**src/rtl/macc_sched_pkg.sv**
```systemverilog
// Shared defaults, latency constant and response record for the multiply-add scheduler.
// Also holds the modulo-increment helper used by the round-robin pointer and FIFO pointers.
package macc_sched_pkg;

    localparam int unsigned N_REQ_DEF      = 4;
    localparam int unsigned A_W_DEF        = 25;
    localparam int unsigned B_W_DEF        = 18;
    localparam int unsigned P_W_DEF        = 48;
    localparam int unsigned FIFO_DEPTH_DEF = 4;
    localparam int unsigned ID_W_DEF       = $clog2(N_REQ_DEF);

    // Edges from request accept to the result being visible at the FIFO head.
    localparam int unsigned LAT = 3;

    typedef struct packed {
        logic [ID_W_DEF-1:0] id;
        logic [P_W_DEF-1:0]  p;
    } rsp_t;

    function automatic int unsigned wrap_inc(input int unsigned v, input int unsigned n);
        return (v + 1 >= n) ? 0 : v + 1;
    endfunction

endpackage

```
**src/rtl/macc_sched_pipe.sv**
```systemverilog
// Two-stage tagged multiply-add: stage 1 registers a*b, stage 2 adds the carry-in.
// Valid bits shift with the data; synchronous reset drops everything in flight.
module macc_sched_pipe #(
    parameter int unsigned A_W  = 25,
    parameter int unsigned B_W  = 18,
    parameter int unsigned P_W  = 48,
    parameter int unsigned ID_W = 2
) (
    input  logic            clk,
    input  logic            rst,
    input  logic            in_valid,
    input  logic [A_W-1:0]  in_a,
    input  logic [B_W-1:0]  in_b,
    input  logic            in_cin,
    input  logic [ID_W-1:0] in_id,
    output logic            out_valid,
    output logic [ID_W-1:0] out_id,
    output logic [P_W-1:0]  out_p,
    output logic            active
);

    logic            s1_valid_q, s1_valid_d;
    logic [P_W-1:0]  s1_prod_q,  s1_prod_d;
    logic            s1_cin_q,   s1_cin_d;
    logic [ID_W-1:0] s1_id_q,    s1_id_d;
    logic            s2_valid_q, s2_valid_d;
    logic [P_W-1:0]  s2_p_q,     s2_p_d;
    logic [ID_W-1:0] s2_id_q,    s2_id_d;

    always_comb begin
        s1_valid_d = in_valid;
        s1_prod_d  = P_W'(in_a) * P_W'(in_b);
        s1_cin_d   = in_cin;
        s1_id_d    = in_id;
        s2_valid_d = s1_valid_q;
        s2_p_d     = s1_prod_q + P_W'(s1_cin_q);
        s2_id_d    = s1_id_q;
    end

    always_ff @(posedge clk) begin
        if (rst) begin
            s1_valid_q <= 1'b0;
            s1_prod_q  <= '0;
            s1_cin_q   <= 1'b0;
            s1_id_q    <= '0;
            s2_valid_q <= 1'b0;
            s2_p_q     <= '0;
            s2_id_q    <= '0;
        end else begin
            s1_valid_q <= s1_valid_d;
            s1_prod_q  <= s1_prod_d;
            s1_cin_q   <= s1_cin_d;
            s1_id_q    <= s1_id_d;
            s2_valid_q <= s2_valid_d;
            s2_p_q     <= s2_p_d;
            s2_id_q    <= s2_id_d;
        end
    end

    assign out_valid = s2_valid_q;
    assign out_id    = s2_id_q;
    assign out_p     = s2_p_q;
    assign active    = s1_valid_q | s2_valid_q;

endmodule

```
**src/rtl/macc_sched.sv**
```systemverilog
// Round-robin scheduler sharing one multiply-add pipe among N_REQ requesters.
// Credits reserve a response FIFO slot at issue time so results can never overflow it.
module macc_sched
    import macc_sched_pkg::*;
#(
    parameter int unsigned  N_REQ      = N_REQ_DEF,
    parameter int unsigned  A_W        = A_W_DEF,
    parameter int unsigned  B_W        = B_W_DEF,
    parameter int unsigned  P_W        = P_W_DEF,
    parameter int unsigned  FIFO_DEPTH = FIFO_DEPTH_DEF,
    localparam int unsigned ID_W       = $clog2(N_REQ)
) (
    input  logic                 clk,
    input  logic                 rst,
    input  logic [N_REQ-1:0]     req_valid,
    output logic [N_REQ-1:0]     req_ready,
    input  logic [N_REQ*A_W-1:0] req_a,
    input  logic [N_REQ*B_W-1:0] req_b,
    input  logic [N_REQ-1:0]     req_cin,
    output logic                 rsp_valid,
    input  logic                 rsp_ready,
    output logic [ID_W-1:0]      rsp_id,
    output logic [P_W-1:0]       rsp_p,
    output logic                 busy
);

    localparam int unsigned PTR_W = (FIFO_DEPTH > 1) ? $clog2(FIFO_DEPTH) : 1;
    localparam int unsigned CNT_W = $clog2(FIFO_DEPTH + 1);

    typedef struct packed {
        logic [ID_W-1:0] id;
        logic [P_W-1:0]  p;
    } ent_t;

    logic [ID_W-1:0]  ptr_q, ptr_d;
    logic [CNT_W-1:0] credits_q, credits_d;
    logic [CNT_W-1:0] count_q, count_d;
    logic [PTR_W-1:0] wr_ptr_q, wr_ptr_d;
    logic [PTR_W-1:0] rd_ptr_q, rd_ptr_d;
    ent_t             mem_q [FIFO_DEPTH];
    ent_t             mem_d [FIFO_DEPTH];

    logic             grant_found;
    logic [ID_W-1:0]  grant_idx;
    logic             issue;
    logic [A_W-1:0]   sel_a;
    logic [B_W-1:0]   sel_b;
    logic             sel_cin;

    logic             pipe_valid;
    logic [ID_W-1:0]  pipe_id;
    logic [P_W-1:0]   pipe_p;
    logic             pipe_active;
    logic             fifo_wr;
    logic             fifo_pop;
    logic             fifo_full;

    // Scan from ptr upward with wrap; the first valid requester wins.
    always_comb begin
        int unsigned idx;
        idx         = 0;
        grant_found = 1'b0;
        grant_idx   = '0;
        for (int unsigned k = 0; k < N_REQ; k++) begin
            idx = 32'(ptr_q) + k;
            if (idx >= N_REQ) begin
                idx = idx - N_REQ;
            end
            if (!grant_found && req_valid[idx]) begin
                grant_found = 1'b1;
                grant_idx   = ID_W'(idx);
            end
        end
    end

    always_comb begin
        issue     = !rst && grant_found && (credits_q != '0);
        req_ready = issue ? (N_REQ'(1) << grant_idx) : '0;
        sel_a     = req_a[grant_idx*A_W +: A_W];
        sel_b     = req_b[grant_idx*B_W +: B_W];
        sel_cin   = req_cin[grant_idx];
        ptr_d     = issue ? ID_W'(wrap_inc(32'(grant_idx), N_REQ)) : ptr_q;
    end

    macc_sched_pipe #(
        .A_W  (A_W),
        .B_W  (B_W),
        .P_W  (P_W),
        .ID_W (ID_W)
    ) u_pipe (
        .clk       (clk),
        .rst       (rst),
        .in_valid  (issue),
        .in_a      (sel_a),
        .in_b      (sel_b),
        .in_cin    (sel_cin),
        .in_id     (grant_idx),
        .out_valid (pipe_valid),
        .out_id    (pipe_id),
        .out_p     (pipe_p),
        .active    (pipe_active)
    );

    assign fifo_wr   = pipe_valid;
    assign fifo_full = (count_q == CNT_W'(FIFO_DEPTH));
    assign rsp_valid = !rst && (count_q != '0);
    assign fifo_pop  = rsp_valid && rsp_ready;
    assign rsp_id    = rsp_valid ? mem_q[rd_ptr_q].id : '0;
    assign rsp_p     = rsp_valid ? mem_q[rd_ptr_q].p  : '0;
    assign busy      = !rst && (pipe_active || (count_q != '0));

    // A write into a full FIFO is legal only alongside a pop; the write slot is the one being freed.
    always_comb begin
        mem_d    = mem_q;
        wr_ptr_d = wr_ptr_q;
        rd_ptr_d = rd_ptr_q;
        if (fifo_wr) begin
            mem_d[wr_ptr_q] = '{id: pipe_id, p: pipe_p};
            wr_ptr_d        = PTR_W'(wrap_inc(32'(wr_ptr_q), FIFO_DEPTH));
        end
        if (fifo_pop) begin
            rd_ptr_d = PTR_W'(wrap_inc(32'(rd_ptr_q), FIFO_DEPTH));
        end
    end

    always_comb begin
        count_d   = count_q;
        credits_d = credits_q;
        case ({fifo_wr, fifo_pop})
            2'b10:   count_d = count_q + CNT_W'(1);
            2'b01:   count_d = count_q - CNT_W'(1);
            default: count_d = count_q;
        endcase
        case ({issue, fifo_pop})
            2'b10:   credits_d = credits_q - CNT_W'(1);
            2'b01:   credits_d = credits_q + CNT_W'(1);
            default: credits_d = credits_q;
        endcase
    end

    always_ff @(posedge clk) begin
        if (rst) begin
            ptr_q     <= '0;
            credits_q <= CNT_W'(FIFO_DEPTH);
            count_q   <= '0;
            wr_ptr_q  <= '0;
            rd_ptr_q  <= '0;
        end else begin
            ptr_q     <= ptr_d;
            credits_q <= credits_d;
            count_q   <= count_d;
            wr_ptr_q  <= wr_ptr_d;
            rd_ptr_q  <= rd_ptr_d;
        end
    end

    // Storage needs no reset: entries are only read while count_q covers them.
    always_ff @(posedge clk) begin
        mem_q <= mem_d;
    end

    always_ff @(posedge clk) begin
        if (!rst) begin
            assert (!(fifo_wr && fifo_full && !fifo_pop));
            assert (!(issue && credits_q == '0));
        end
    end

endmodule
```
**config.mk**
```make
export PLATFORM = sky130hd
export DESIGN_NAME = macc_sched
export DESIGN_NICKNAME = d
export VERILOG_FILES = /design/src/rtl/macc_sched_pkg.sv /design/src/rtl/macc_sched_pipe.sv /design/src/rtl/macc_sched.sv
export SDC_FILE = /design/constraint.sdc
export NUM_CORES = 1
export LEC_CHECK = 0
export BUFFER_PORTS_ARGS = -buffer_cell sky130_fd_sc_hd__buf_2
export CORE_MARGIN = 2
export CORE_UTILIZATION = 55
export DETAILED_ROUTE_END_ITERATION = 10
export PLACE_DENSITY = 0.78
export SLEW_MARGIN = 25
export SYNTH_ARGS = -nofsm -noshare
export SYNTH_HDL_FRONTEND = slang
export SYNTH_SLANG_ARGS = --single-unit
export TNS_END_PERCENT = 30
```
**constraint.sdc**
```tcl
create_clock -name clk -period 23.7 [get_ports clk]
set_input_delay 4.74 -clock clk [delete_from_list [all_inputs] [get_ports clk]]
set_output_delay 4.74 -clock clk [all_outputs]
set_load 0.005 [all_outputs]
```
==> impl_results.md <==
* Outcome: completed
* Hold Buf Count CTS at 0
* Clock slew at reported path FFs at around 0.070 ns
* RSZ-0062 raised after global routing: no
* Post-synthesis async set-or-reset flop share at 0
* DR pass1 iterations at 7
* Cells after synthesis at between 2k and 3k
* Synthesis-stage register bit count at 290
* Synth top area share at 0.2745
* Slew headroom at 0.2552
* CORE AREA at just under 0.05 mm^2
* Most common cell in the synthesized netlist: inv_1
* Synth Area in XOR/XNOR at 0.01850
* WP data arrival at roughly 14 ns
* Setup Viol. Count Final at 0
* Drt via density at ~5.6
* Largest net degree at the start of global routing at 80
* Synth Area in Compound Gates at 0.04072
* Hold Crit Class: reg2reg
* Vias in the first global route at a little over 20k
* Cell Area, Synth at 0.02698 mm^2
* Placer Congestion at 0.9746
* Post-synth EDFFs at 184
* Max clock buf depth at 3
* Max H-tree Level at 1
* Clock Root Buffer: clkbuf_16
* Initial antenna violation count at 2
* Largest family of logic cells by synthesized area: adder cells
* GRT Overall Usage at 0.2848
* Syn_area_per_cell at roughly 10 um^2
* Endpoint type of the worst setup path: flop
* Ports at about 240
* Overflow after GRT at 0
* Max Cap Viol at 0
* Clock skew at 0.01135 ns
* Total vias in the final route at 19.27k
* Simple-gate share of the synthesized area at 0.1383
* Tcrit/Tclk final at 0.5618
* Hold Violations, Final at 0
* Postcts setup bufs at 0
* Startpoint types: input port
* Area post-placement at ~0.029 mm^2
* Unique masters post-synth at 76
* Worst endpoint required time at ~24 ns
* Tmin final at ~13 ns
* Clock Sinks at 290
* Fill cell count at 3927
* Worst-path fanout max at 40
* Synth Flop Type: edfxtp_1
* Skew-Pair Late Insertion Delay at just over 0.5 ns
* Synth area leader: fa_1
* Worst R2R Setup Slack at around 14 ns
* Nets at 3479
* Starting Density at 0.5546
* Synthesis-to-finish area growth at 10.56%
* # port buffers at roughly 230
* TNS Setup at 0 ns
* Yosys warns at 0
* TritonCTS buffer count at 25
* Seq/Total Area, Yosys at 0.2834
* First-pass GRT wire length at 111.7 mm
* Adder-cell share of the synthesized area at 0.3348
* Antenna cells at 0
* Die height at ~230 um
* Pre-CTS WS at 9.910 ns
* DRC at 0
* Post-DP HPWL at 53.71 mm
* Die area at 0.05084 mm^2
* Pins Over Slew Limit at 0
* Final Hold Slack at 0.4428 ns
* Setup ws final at 10.39 ns
* Post-synthesis mux area share at 0.1007
* Row cnt at 81
* Share of cells above drive strength 1 at 0.1553
* Die Span X at 225.5 um
* Post-route ant nets at 0
* Initial DRC count at around 1.1k
* Worst-Margin Slew at approximately 1.1 ns
* DRT Wirelength at around 70 mm
* Routed len/inst at roughly 20 um
* CTS tree: yes
* Top post-synthesis cells by count: inv_1, fa_1, nand2_1
* Synth top area cells: fa_1, edfxtp_1, dfxtp_1
* Post-CTS Resized at 0
* Fmax at roughly 0.075 GHz
* Finished Cell Area at a little under 0.03 mm^2
* Kind of critical path: in2reg
cell type report:
class / count / area [um^2] / share of cell area
Clock buffer: 32 / 691.9 / 0.02320
Sequential cell: 290 / 7652 / 0.2565
Clock inverter: 13 / 173.9 / 0.005830
Inverter: 458 / 1719 / 0.05763
Timing Repair Buffer: 270 / 1471 / 0.04933
Multi-Input combinational cell: 1751 / 17340 / 0.5814
Tap cell: 622 / 778.2 / 0.02609
logic make-up (layout without fill, tap and decap cells):
kind of cell,Yosys count,after routing
compound gates,167,167
other cells,1,4
fa+ha+maj,500,500
xor+xnor,57,57
flops,290,290
simple gates,813,813
mux,210,210
buf+inv,566,773
layer usage:
layer,part of all wire,global-route usage
met4,0.034,0.09122
met5,0,0
met1,0.40,0.3591
met2,0.50,0.5086
met3,0.074,0.03768
placed cells by master (no fill, tap or decap), types with 4 or more instances in the layout:
cell type and n:
mux2i_2 10, and3_1 13, o21ai_0 32, a31oi_1 5, o211ai_1 5, clkbuf_16 25
fa_1 370, mux4_2 46, nand4_1 22, a21o_1 12, o21a_1 13, bufinv_16 4
o31ai_1 5, buf_4 35, dfxtp_1 104, xnor2_1 22, nand3_1 24, nand2_1 328
a211oi_1 4, and2_1 115, a21oi_1 57, nor3_1 23, and2_2 4, edfxtp_1 184
nor2_1 214, mux2_2 31, mux2i_4 14, inv_1 458, clkbuf_8 4, xor2_1 35
nand2b_1 7, mux2i_1 108, nor2b_1 19, ha_1 130, or3_1 13, o21bai_1 4
nor4_1 6, clkinv_2 5, conb_1 4, buf_2 233
final timing paths:
check / depth (start not counted) / end / start
hold / removal: 1 / u_pipe.out_id[1] / u_pipe.s1_id_q[1]
hold reg to reg: 1 / u_pipe.out_id[1] / u_pipe.s1_id_q[1]
setup reg to reg: 27 / u_pipe.s1_prod_q[30] / ptr_q[0]
setup / recovery: 28 / u_pipe.s1_prod_q[30] / req_valid[0]
registers in the layout, summed over array words and instances, names as in the netlist:
name and cells:
u_pipe.out_id 2, u_pipe.s1_prod_q 43, u_pipe.s1_id_q 2, wr_ptr_q 2, u_pipe.s1_valid_q 1, credits_q 3
mem_q 184, count_q 3, u_pipe.out_valid 1, rd_ptr_q 2, ptr_q 2, u_pipe.s1_cin_q 1
u_pipe.out_p 44
through the flow:
step | instances | utilization
3_5_place_dp | 3389 | 0.5943
4_1_cts | 3434 | 0.6121
5_1_grt | 3436 | 0.6132
3_3_place_gp | 3389 | 0.5929
6_report | 3436 | 0.6132
2_1_floorplan | 2607 | -
critical path: stages:
cell and delay (ns):
buf_2 0.12, nor2b_1 0.14, a21oi_1 0.13, nor2_1 0.07, a221o_1 0.32, nor2_4 0.11, buf_4 0.58, buf_4 0.67
mux2i_2 0.98, nand2_1 0.22, fa_1 0.56, fa_1 0.58, fa_1 0.45, fa_1 0.55, inv_1 0.05, fa_1 0.47
inv_1 0.05, fa_1 0.48, inv_1 0.04, ha_1 0.35, nand2_1 0.14, o21ai_0 0.26, a21o_1 0.15, a31oi_1 0.04
buf_4 0.18, o31ai_1 0.68, nor4b_1 0.13, a311o_1 0.35
Power is left out: the tool's default activity adds up to more than one toggle a clock period on the data nets, which glitch-free logic cannot reach.
